==> src/rtl/mult_div_pkg.sv <==
// Shared types and encodings for the iterative multiply/divide unit.
package mult_div_pkg;

  typedef enum logic [1:0] {
    IDLE  = 2'd0,
    RUN   = 2'd1,
    FIXUP = 2'd2,
    DONE  = 2'd3
  } state_e;

  localparam logic OP_MULT = 1'b0;
  localparam logic OP_DIV  = 1'b1;

endpackage

==> src/rtl/mult_div_core.sv <==
// One iteration of the shift-add multiplier / restoring divider on magnitudes.
// Accumulator layout: multiply {partial_hi, multiplier}, divide {remainder, quotient}.
module mult_div_core
  import mult_div_pkg::*;
#(
  parameter int WIDTH = 32
) (
  input  logic               i_op,
  input  logic [2*WIDTH-1:0] i_acc,
  input  logic [WIDTH-1:0]   i_operand,
  output logic [2*WIDTH-1:0] o_acc
);

  logic [WIDTH:0]       w_add;
  logic [2*WIDTH-1:0]   w_mul_next;
  logic [WIDTH:0]       w_trial;
  logic [WIDTH-1:0]     w_diff;
  logic                 w_fits;
  logic [2*WIDTH-1:0]   w_div_next;

  // Multiply: add multiplicand when the current multiplier bit is set, keep the carry, shift right.
  assign w_add      = {1'b0, i_acc[2*WIDTH-1:WIDTH]} + {1'b0, i_operand};
  assign w_mul_next = i_acc[0] ? {w_add, i_acc[WIDTH-1:1]}
                               : {1'b0, i_acc[2*WIDTH-1:1]};

  // Divide: the shifted partial remainder needs one extra bit before the trial subtract.
  assign w_trial    = {i_acc[2*WIDTH-1:WIDTH], i_acc[WIDTH-1]};
  assign w_fits     = (w_trial >= {1'b0, i_operand});
  assign w_diff     = w_trial[WIDTH-1:0] - i_operand;
  assign w_div_next = {(w_fits ? w_diff : w_trial[WIDTH-1:0]), i_acc[WIDTH-2:0], w_fits};

  assign o_acc = (i_op == OP_DIV) ? w_div_next : w_mul_next;

endmodule

==> src/rtl/mult_div_unit.sv <==
// Iterative multiply/divide with start/busy/done handshake and HI/LO result registers.
// Define MULT_DIV_DIV_ZERO_EXC_EN to trap divide-by-zero straight to DONE with a div_zero pulse.
module mult_div_unit
  import mult_div_pkg::*;
#(
  parameter int WIDTH = 32
) (
  input  logic             clock,
  input  logic             reset,
  input  logic             start,
  input  logic             op,
  input  logic             is_signed,
  input  logic [WIDTH-1:0] a,
  input  logic [WIDTH-1:0] b,
  output logic             busy,
  output logic             done,
  output logic [WIDTH-1:0] hi,
  output logic [WIDTH-1:0] lo,
  output logic             div_zero
);

  localparam int              CNT_W    = $clog2(WIDTH);
  localparam logic [CNT_W-1:0] CNT_LAST = CNT_W'(WIDTH - 1);

  state_e               r_state;
  logic [CNT_W-1:0]     r_cnt;
  logic                 r_op;
  logic                 r_sign_a;
  logic                 r_sign_b;
  logic                 r_b_zero;
  logic [WIDTH-1:0]     r_operand;
  logic [2*WIDTH-1:0]   r_acc;
  logic [WIDTH-1:0]     r_hi;
  logic [WIDTH-1:0]     r_lo;
  logic                 r_busy;
  logic                 r_done;
  logic                 r_div_zero;

  logic [WIDTH-1:0]     w_a_mag;
  logic [WIDTH-1:0]     w_b_mag;
  logic                 w_dz_trap;
  logic [2*WIDTH-1:0]   w_acc_next;
  logic [2*WIDTH-1:0]   w_prod;
  logic [WIDTH-1:0]     w_fix_hi;
  logic [WIDTH-1:0]     w_fix_lo;

  assign w_a_mag = (is_signed && a[WIDTH-1]) ? -a : a;
  assign w_b_mag = (is_signed && b[WIDTH-1]) ? -b : b;

`ifdef MULT_DIV_DIV_ZERO_EXC_EN
  assign w_dz_trap = (op == OP_DIV) && (b == '0);
`else
  assign w_dz_trap = 1'b0;
`endif

  mult_div_core #(.WIDTH(WIDTH)) u_core (
    .i_op      (r_op),
    .i_acc     (r_acc),
    .i_operand (r_operand),
    .o_acc     (w_acc_next)
  );

  // Sign correction applied during FIXUP; a zero divisor keeps the raw all-ones quotient.
  // NOTE: every signal written in always_comb gets a default first so no latch is inferred.
  always_comb begin
    w_prod   = r_acc;
    w_fix_hi = '0;
    w_fix_lo = '0;
    if (r_op == OP_MULT) begin
      w_prod   = (r_sign_a ^ r_sign_b) ? -r_acc : r_acc;
      w_fix_hi = w_prod[2*WIDTH-1:WIDTH];
      w_fix_lo = w_prod[WIDTH-1:0];
    end else begin
      w_fix_hi = r_sign_a ? -r_acc[2*WIDTH-1:WIDTH] : r_acc[2*WIDTH-1:WIDTH];
      if (r_b_zero) begin
        w_fix_lo = '1;
      end else begin
        w_fix_lo = (r_sign_a ^ r_sign_b) ? -r_acc[WIDTH-1:0] : r_acc[WIDTH-1:0];
      end
    end
  end

  // NOTE: sequential state uses non-blocking assignments so every register samples pre-edge values.
  always_ff @(posedge clock or negedge reset) begin
    if (!reset) begin
      r_state    <= IDLE;
      r_cnt      <= '0;
      r_op       <= OP_MULT;
      r_sign_a   <= 1'b0;
      r_sign_b   <= 1'b0;
      r_b_zero   <= 1'b0;
      r_operand  <= '0;
      r_acc      <= '0;
      r_hi       <= '0;
      r_lo       <= '0;
      r_busy     <= 1'b0;
      r_done     <= 1'b0;
      r_div_zero <= 1'b0;
    end else begin
      r_done     <= 1'b0;
      r_div_zero <= 1'b0;
      unique case (r_state)
        IDLE: begin
          if (start) begin
            if (w_dz_trap) begin
              r_state    <= DONE;
              r_done     <= 1'b1;
              r_div_zero <= 1'b1;
            end else begin
              r_state   <= RUN;
              r_busy    <= 1'b1;
              r_cnt     <= CNT_LAST;
              r_op      <= op;
              r_sign_a  <= is_signed & a[WIDTH-1];
              r_sign_b  <= is_signed & b[WIDTH-1];
              r_b_zero  <= (b == '0);
              r_operand <= (op == OP_MULT) ? w_a_mag : w_b_mag;
              r_acc     <= {{WIDTH{1'b0}}, ((op == OP_MULT) ? w_b_mag : w_a_mag)};
            end
          end
        end
        RUN: begin
          r_acc <= w_acc_next;
          if (r_cnt == '0) begin
            r_state <= FIXUP;
          end else begin
            r_cnt <= r_cnt - CNT_W'(1);
          end
        end
        FIXUP: begin
          r_hi    <= w_fix_hi;
          r_lo    <= w_fix_lo;
          r_busy  <= 1'b0;
          r_done  <= 1'b1;
          r_state <= DONE;
        end
        DONE: begin
          r_state <= IDLE;
        end
        default: begin
          r_state <= IDLE;
        end
      endcase
    end
  end

  assign busy     = r_busy;
  assign done     = r_done;
  assign hi       = r_hi;
  assign lo       = r_lo;
  assign div_zero = r_div_zero;

endmodule

==> config.mk <==
export PLATFORM = sky130hd
export DESIGN_NAME = mult_div_unit
export DESIGN_NICKNAME = d
export VERILOG_FILES = /design/src/rtl/mult_div_pkg.sv /design/src/rtl/mult_div_core.sv /design/src/rtl/mult_div_unit.sv
export SDC_FILE = /design/constraint.sdc
export NUM_CORES = 1
export LEC_CHECK = 0
export CAP_MARGIN = 20
export CORE_MARGIN = 5
export CORE_UTILIZATION = 35
export DETAILED_ROUTE_END_ITERATION = 8
export SLEW_MARGIN = 40
export SYNTH_ARGS = -nofsm -noshare
export SYNTH_HDL_FRONTEND = slang
export SYNTH_HIERARCHICAL = 1
export SYNTH_SLANG_ARGS = --single-unit
==> constraint.sdc <==
create_clock -name clock -period 3.6 [get_ports clock]
set_input_delay 0.54 -clock clock [delete_from_list [all_inputs] [get_ports clock]]
set_output_delay 0.54 -clock clock [all_outputs]
set_load 0.005 [all_outputs]
## Yosys cells after proc, flatten, opt, wreduce, memory -nomap -nowiden

Index checks and enable logic that the tools add are counted.

- Add/subtract/negate cells: 8
- $lt $le $gt $ge: 1
- Eq/ne operators: 6
- Muxes and demuxes: 24
- Bitwise gates (word level): 3
- Reduce and logical (&&, ||, !) cells: 12

Operators by type and width:

| kind | number |
|---|---|
| 32-bit 2-to-1 mux | 10 |
| 64-bit 2-to-1 mux | 4 |
| 32-bit negator | 4 |
| 64-bit one-hot mux with 2 select lines | 1 |
| 64-bit negator | 1 |
| 32-bit by 32-bit adder with 33-bit output | 1 |
| 33-bit by 32-bit greater-or-equal comparator with 1-bit output | 1 |
| 32-bit zero test | 1 |
| 32-bit subtractor | 1 |
| 5-bit 2-to-1 mux | 2 |
| 5-bit one-hot mux with 2 select lines | 1 |
| 2-bit one-hot mux with 4 select lines | 1 |
| 2-bit AND reduction | 4 |
| 2-bit != test, second input constant | 3 |
| 5-bit zero test | 1 |
| 5-bit by 1-bit subtractor with 5-bit output, second input constant | 1 |
| 2-bit == test, second input constant | 2 |
| 2-bit 2-to-1 mux | 2 |
| 2-bit nonzero test | 2 |
| 3-bit AND reduction | 1 |
| 1-bit bitwise AND | 2 |
| 2-bit by 1-bit == test with 1-bit output, second input constant | 1 |
| 1-bit logical AND | 2 |
| 2-bit zero test | 1 |
| other kinds (3) | 4 |

- Register bits: 173
- Output and inout bits: 67

## Longest topological paths before layout

- Depth after elaboration: 5
- Gate-level depth with buffers: 16
- Gate-level depth less buffers: 14

## By module

The synthesis kept the hierarchy.

Modules (own cells, without submodules):

| module | instances | cells each | area each (µm²) | sequential area each (µm²) |
|---|---|---|---|---|
| mult_div_unit | 1 | 1263 | 11019.3 | 4329.2 |
| mult_div_core | 1 | 713 | 4898.4 | 0.0 |

## Worst setup path before layout

Ideal clock, no wire load.

- Path kind: register -> register
- Start: register r_acc[32]
- End: register r_acc[59]
- Arrival time: 2982 ps
- Slack: 497 ps
- Stages on the path, launching flop included: 13
- Path buffers: 0
- Path through: dfrtp_1 > ha_1 > fa_1 > a211oi_2 > o21ai_2 > o211ai_1 > nand2_1 > or4_4 > and2_2 > a21boi_1 > xor2_1 > a211oi_1 > a22o_1

- Cells in the longest elaborated chain, start to end: 4

Ends and longest elaborated chain:

| element | line | RTL |
|---|---|---|
| start, declared | mult_div_unit.sv:32 | `logic [2*WIDTH-1:0] r_acc;` |
| start signal, assigned | mult_div_unit.sv:118 | `r_acc <= {{WIDTH{1'b0}}, ((op == OP_MULT) ? w_b_mag : w_a_mag)};` |
| start signal, assigned | mult_div_unit.sv:123 | `r_acc <= w_acc_next;` |
| 32-bit by 32-bit adder with 33-bit output, or another cell as far along | mult_div_core.sv:22 | `assign w_add = {1'b0, i_acc[2*WIDTH-1:WIDTH]} + {1'b0, i_operand};` |
| 64-bit 2-to-1 mux or 32-bit 2-to-1 mux (tied branches) | mult_div_core.sv:23, mult_div_core.sv:30 |  |
| 64-bit 2-to-1 mux (*) | mult_div_core.sv:32 | `assign o_acc = (i_op == OP_DIV) ? w_div_next : w_mul_next;` |
| via w_acc_next[59] | mult_div_unit.sv:42 | `logic [2*WIDTH-1:0] w_acc_next;` |
| 64-bit one-hot mux with 2 select lines (*) | mult_div_unit.sv:102 | `unique case (r_state)` |

Mark *: on every way through the listed nets, which the timed path passes. The rest lies on a longest branch.
A chain may end at the register's enable or synchronous reset.

## Worst setup path after layout

- Start: register r_acc[31]
- End: register r_acc[60]

- Cells in the longest elaborated chain, start to end: 4

Ends and longest elaborated chain:

| element | line | RTL |
|---|---|---|
| 32-bit subtractor or 33-bit by 32-bit greater-or-equal comparator with 1-bit output (tied branches) | mult_div_core.sv:29, mult_div_core.sv:28 |  |
| 32-bit 2-to-1 mux (*) | mult_div_core.sv:30 | `assign w_div_next = {(w_fits ? w_diff : w_trial[WIDTH-1:0]), i_acc[WIDTH-2:0], w_fits};` |
| 64-bit 2-to-1 mux (*) | mult_div_core.sv:32 |  |
| via w_acc_next[60] | mult_div_unit.sv:42 |  |
| 64-bit one-hot mux with 2 select lines (*) | mult_div_unit.sv:102 |  |

Marked as above.

==> summary.md <==
| Metric | Value |
|---|---|
| Post-CTS Setup Repair Bufs | 0 |
| Crit end category | flop |
| Final Hold Viols | 0 |
| Die Ht | 223.3 microns |
| Crit Path Class | flop to flop |
| Max cap viols | 0 |
| Clock power frac | 9.6% |
| Reg power frac | 19.6% |
| Drt wl/cell | 22.46 microns |
| Leakage power | 7.639 nW |
| DR pass1 iterations | 6 |
| Synthesis Warnings | 6 |
| H-tree levels | 4 |
| Die area | 49850 sq um |
| Clk slew on worst S/H paths | 0.09 ns |
| Mean Syn Cell Area | 8.056 sq um |
| ANT cells | 0 |
| GPL Wtd Cong | 0.9416 |
| Fin nets | 2256 |
| Top Ports | 136 |
| Net load switching power | 10.51 mW |
| Fin util | 41.77% |
| Total track usage | 24.00% |
| Worst Tran Pin Value | 0.8139 ns |
| Core footprint | 45190 sq um |
| Vias in the first global route | 16.02k |
| Crit path time final | 3.407 ns |
| Status | finished clean |
| DRC errors left | 0 |
| Synth Flop Type | dfrtp_1 |
| Post-synth ARST share | 100.0% |
| Pint | 9.816 mW |
| Cells after Synth | 1976 |
| Crit path max fanout | 3 |
| Post-CTS Hold Buffers | 0 |
| Data required, critical path | 4.00 ns |
| Ratio of cells with drive above 1 in the final layout | 11.38% |
| Hold Crit Class | input pin to asynchronous set/reset pin |
| Synth top area share | 27.20% |
| Switching share of total power | 51.70% |
| Vias after detailed routing | 16.26k |
| EDFF count, synth | 0 |
| Total power | 20.32 mW |
| Worst-skew pair later-pin latency | 0.46 ns |
| Final worst path period share | 94.65% |
| Pwr per Cell Area | 1077 nW/um^2 |
| Mapped Nets | 2119 |
| Setup TNS | 0 ns |
| Starting DRC count in detailed routing | 1393 |
| Final cell count without fillers | 2726 |
| Area Growth Syn to Fin | 18.56% |
| Max-slew headroom | 45.68% |
| Pins over their slew limit | 0 |
| Largest net degree at the start of global routing | 76 |
| CTS buffer count | 17 |
| Synth Register Bits | 173 |
| First-pass GRT wire length | 95.70 mm |
| Die X | 223.3 microns |
| Row cnt | 78 |
| Bufs on Longest Clock Path | 2 |
| Synth cell types | 100 |
| Combinational power share | 70.8% |
| Post-detail-place hpwl | 47.74 mm |
| Fmax | 0.2935 GHz |
| Placed Instances | 2694 |
| Initial Utilization | 35.23% |
| RSZ-0062 raised after global routing | false |
| PostCTS Resize Cnt | 0 |
| Seq/Total Area, Yosys | 27.20% |
| Congestion Overflow GR | 0 |
| Initial antenna violation count | 0 |
| Via/cell ratio | 5.964 |
| Detailed Route WL | 61.23 mm |
| Cell accounting for the most synthesized area | dfrtp_1 |
| TritonCTS Sinks | 173 |
| CTS root buffer | clkbuf_16 |
| Post-DRT Antenna Nets | 0 |
| Mapped cell area | 15920 sq um |
| Buffers on Ports | 134 |
| Ranking of synthesized cells by area | dfrtp_1 27%, ha_1 5.7%, a21oi_1 5.3% |
| Place WS | 0.2961 ns |
| Worst VDD drop | 487.7 uV |
| Fin worst setup slack | 0.1925 ns |
| Setup violations, final | 0 |
| Clock skew | 0.01815 ns |
| CP startpoint kind | flop |
| TritonCTS clock tree | yes |
| Crit path DAT | 3.80 ns |
worst max-delay path, stage by stage (launching register included):
cell and delay [ns]:
dfrtp_1 0.38, inv_1 0.08, ha_1 0.19, inv_1 0.07, fa_1 0.40, a21oi_1 0.22
o221ai_1 0.24, a41oi_1 0.37, o211ai_1 0.26, a21oi_1 0.34, o21bai_1 0.13, xor2_1 0.14
mux2i_1 0.09, a221oi_1 0.30, a22o_1 0.16
cells in the mapped netlist (6+ instances only):
cell / number
xor2_1: 85
nand4_1: 33
a221o_1: 6
nand2_1: 173
or4_1: 10
nand2b_1: 16
nor4b_1: 6
a22oi_1: 10
a221oi_1: 10
a21o_1: 19
mux2i_1: 43
nor4_1: 30
dfrtp_1: 173
a211oi_1: 32
inv_1: 72
a41oi_1: 7
and2_1: 13
o21ai_1: 19
a21oi_1: 169
o221ai_1: 11
and3_1: 22
o21a_1: 11
o21ai_0: 115
a31oi_1: 33
clkbuf_1: 90
or3_1: 18
or2_2: 6
nand3_1: 43
xnor2_1: 77
nor2_1: 190
mux2_2: 48
o41ai_1: 10
o22ai_1: 17
buf_6: 9
nor2b_1: 15
ha_1: 72
buf_1: 9
o31ai_1: 31
nor3_1: 42
a22o_1: 31
o211ai_1: 23
cells in the final DEF, fill, tap and decap left out, types with 10 or more instances in the layout:
master and count:
nor2_1 189, nand2_1 173, dfrtp_1 172, a21oi_1 167, clkdlybuf4s50_1 133, o21ai_0 114, buf_4 108, xor2_1 85
xnor2_1 76, inv_1 72, ha_1 71, mux2_2 48, nand3_1 43, mux2i_1 43, nor3_1 42, nand4_1 33
a31oi_1 33, a211oi_1 32, o31ai_1 31, a22o_1 31, nor4_1 30, o211ai_1 23, and3_1 22, a21o_1 19
o21ai_1 19, or3_1 18, o22ai_1 17, clkbuf_16 17, nand2b_1 16, nor2b_1 15, and2_1 13, o21a_1 11
o221ai_1 11, o41ai_1 10, a22oi_1 10, or4_1 10, a221oi_1 10
layout make-up:
cell class                 instances  area [sq um]
clock buffer                      17         425.4
clock inverter                    15         186.4
fill                            4524         26310
inverter                          74         277.8
multi-input combinational       1603         10700
sequential                       173          4333
tap                              600         750.7
timing repair buffer             244          2196
power groups by stage:
stage	Sequential, mW	Clock (mW)	Combinational (mW)
6_report	3.97	1.96	14.4
5_1_grt	4.09	2.07	15.7
4_1_cts	3.97	2.00	14.2
3_5_place_dp	4.00	0	14.1
3_3_place_gp	3.99	0	14.0
2_1_floorplan	3.73	0	9.63
logic make-up (layout without fill, tap and decap cells):
logic type                 after synthesis  count (layout)  share of synthesized area (%)
AOI/OAI and AO/OA                      625             625                          25.90
xor gates and xnor gates               162             162                          8.914
adders and majority gates               74              74                          5.911
buffers and inverters                  200             350                          5.824
DFF                                    173             173                          27.20
muxes                                   91              91                          6.100
other                                    1               1                        0.02356
and+or+nand+nor                        650             650                          20.13
per-stage QoR:
stage / hold WS [ns] / instance area, sq um
after detailed placement: 0.4738 / 18260
after global routing: 0.1406 / 18870
after global placement: 0.4676 / 18260
final: 0.1016 / 18870
after CTS: 0.1355 / 18870
after floorplan: 0.2444 / 15920
path summary, 6_finish.rpt:
path | cells past startpoint | startpoint | to | slack (ns)
min | 1 | reset | lo[9]$_DFFE_PN0P_ | 0.10
max | 14 | r_acc[31]$_DFFE_PN0P_ | r_acc[60]$_DFFE_PN0P_ | 0.19
max in group asynchronous | 2 | reset | r_operand[20]$_DFFE_PN0P_ | 2.65
max reg2reg | 14 | r_acc[31]$_DFFE_PN0P_ | r_acc[60]$_DFFE_PN0P_ | 0.19
min in group clock | 1 | hi[1]$_DFFE_PN0P_ | hi[1]$_DFFE_PN0P_ | 0.49
min reg2reg | 1 | hi[1]$_DFFE_PN0P_ | hi[1]$_DFFE_PN0P_ | 0.49
layer usage:
| layer | vias to the layer above | part of all wire [%] | global-route usage [%] |
|---|---|---|---|
| met4 | 0 | 5.1 | 11.28 |
| li1 | 7611 | - | - |
| met1 | 7926 | 44 | 32.34 |
| met5 | - | 0 | 0 |
| met3 | 132 | 5.3 | 3.276 |
| met2 | 590 | 46 | 38.17 |
flip-flops by register name (all words and copies together), names as in the netlist, 2 cells and up:
register   cells
hi            32
r_operand     32
lo            32
r_cnt          5
r_acc         64
r_state        2
Power figures use the tool's default switching activity.
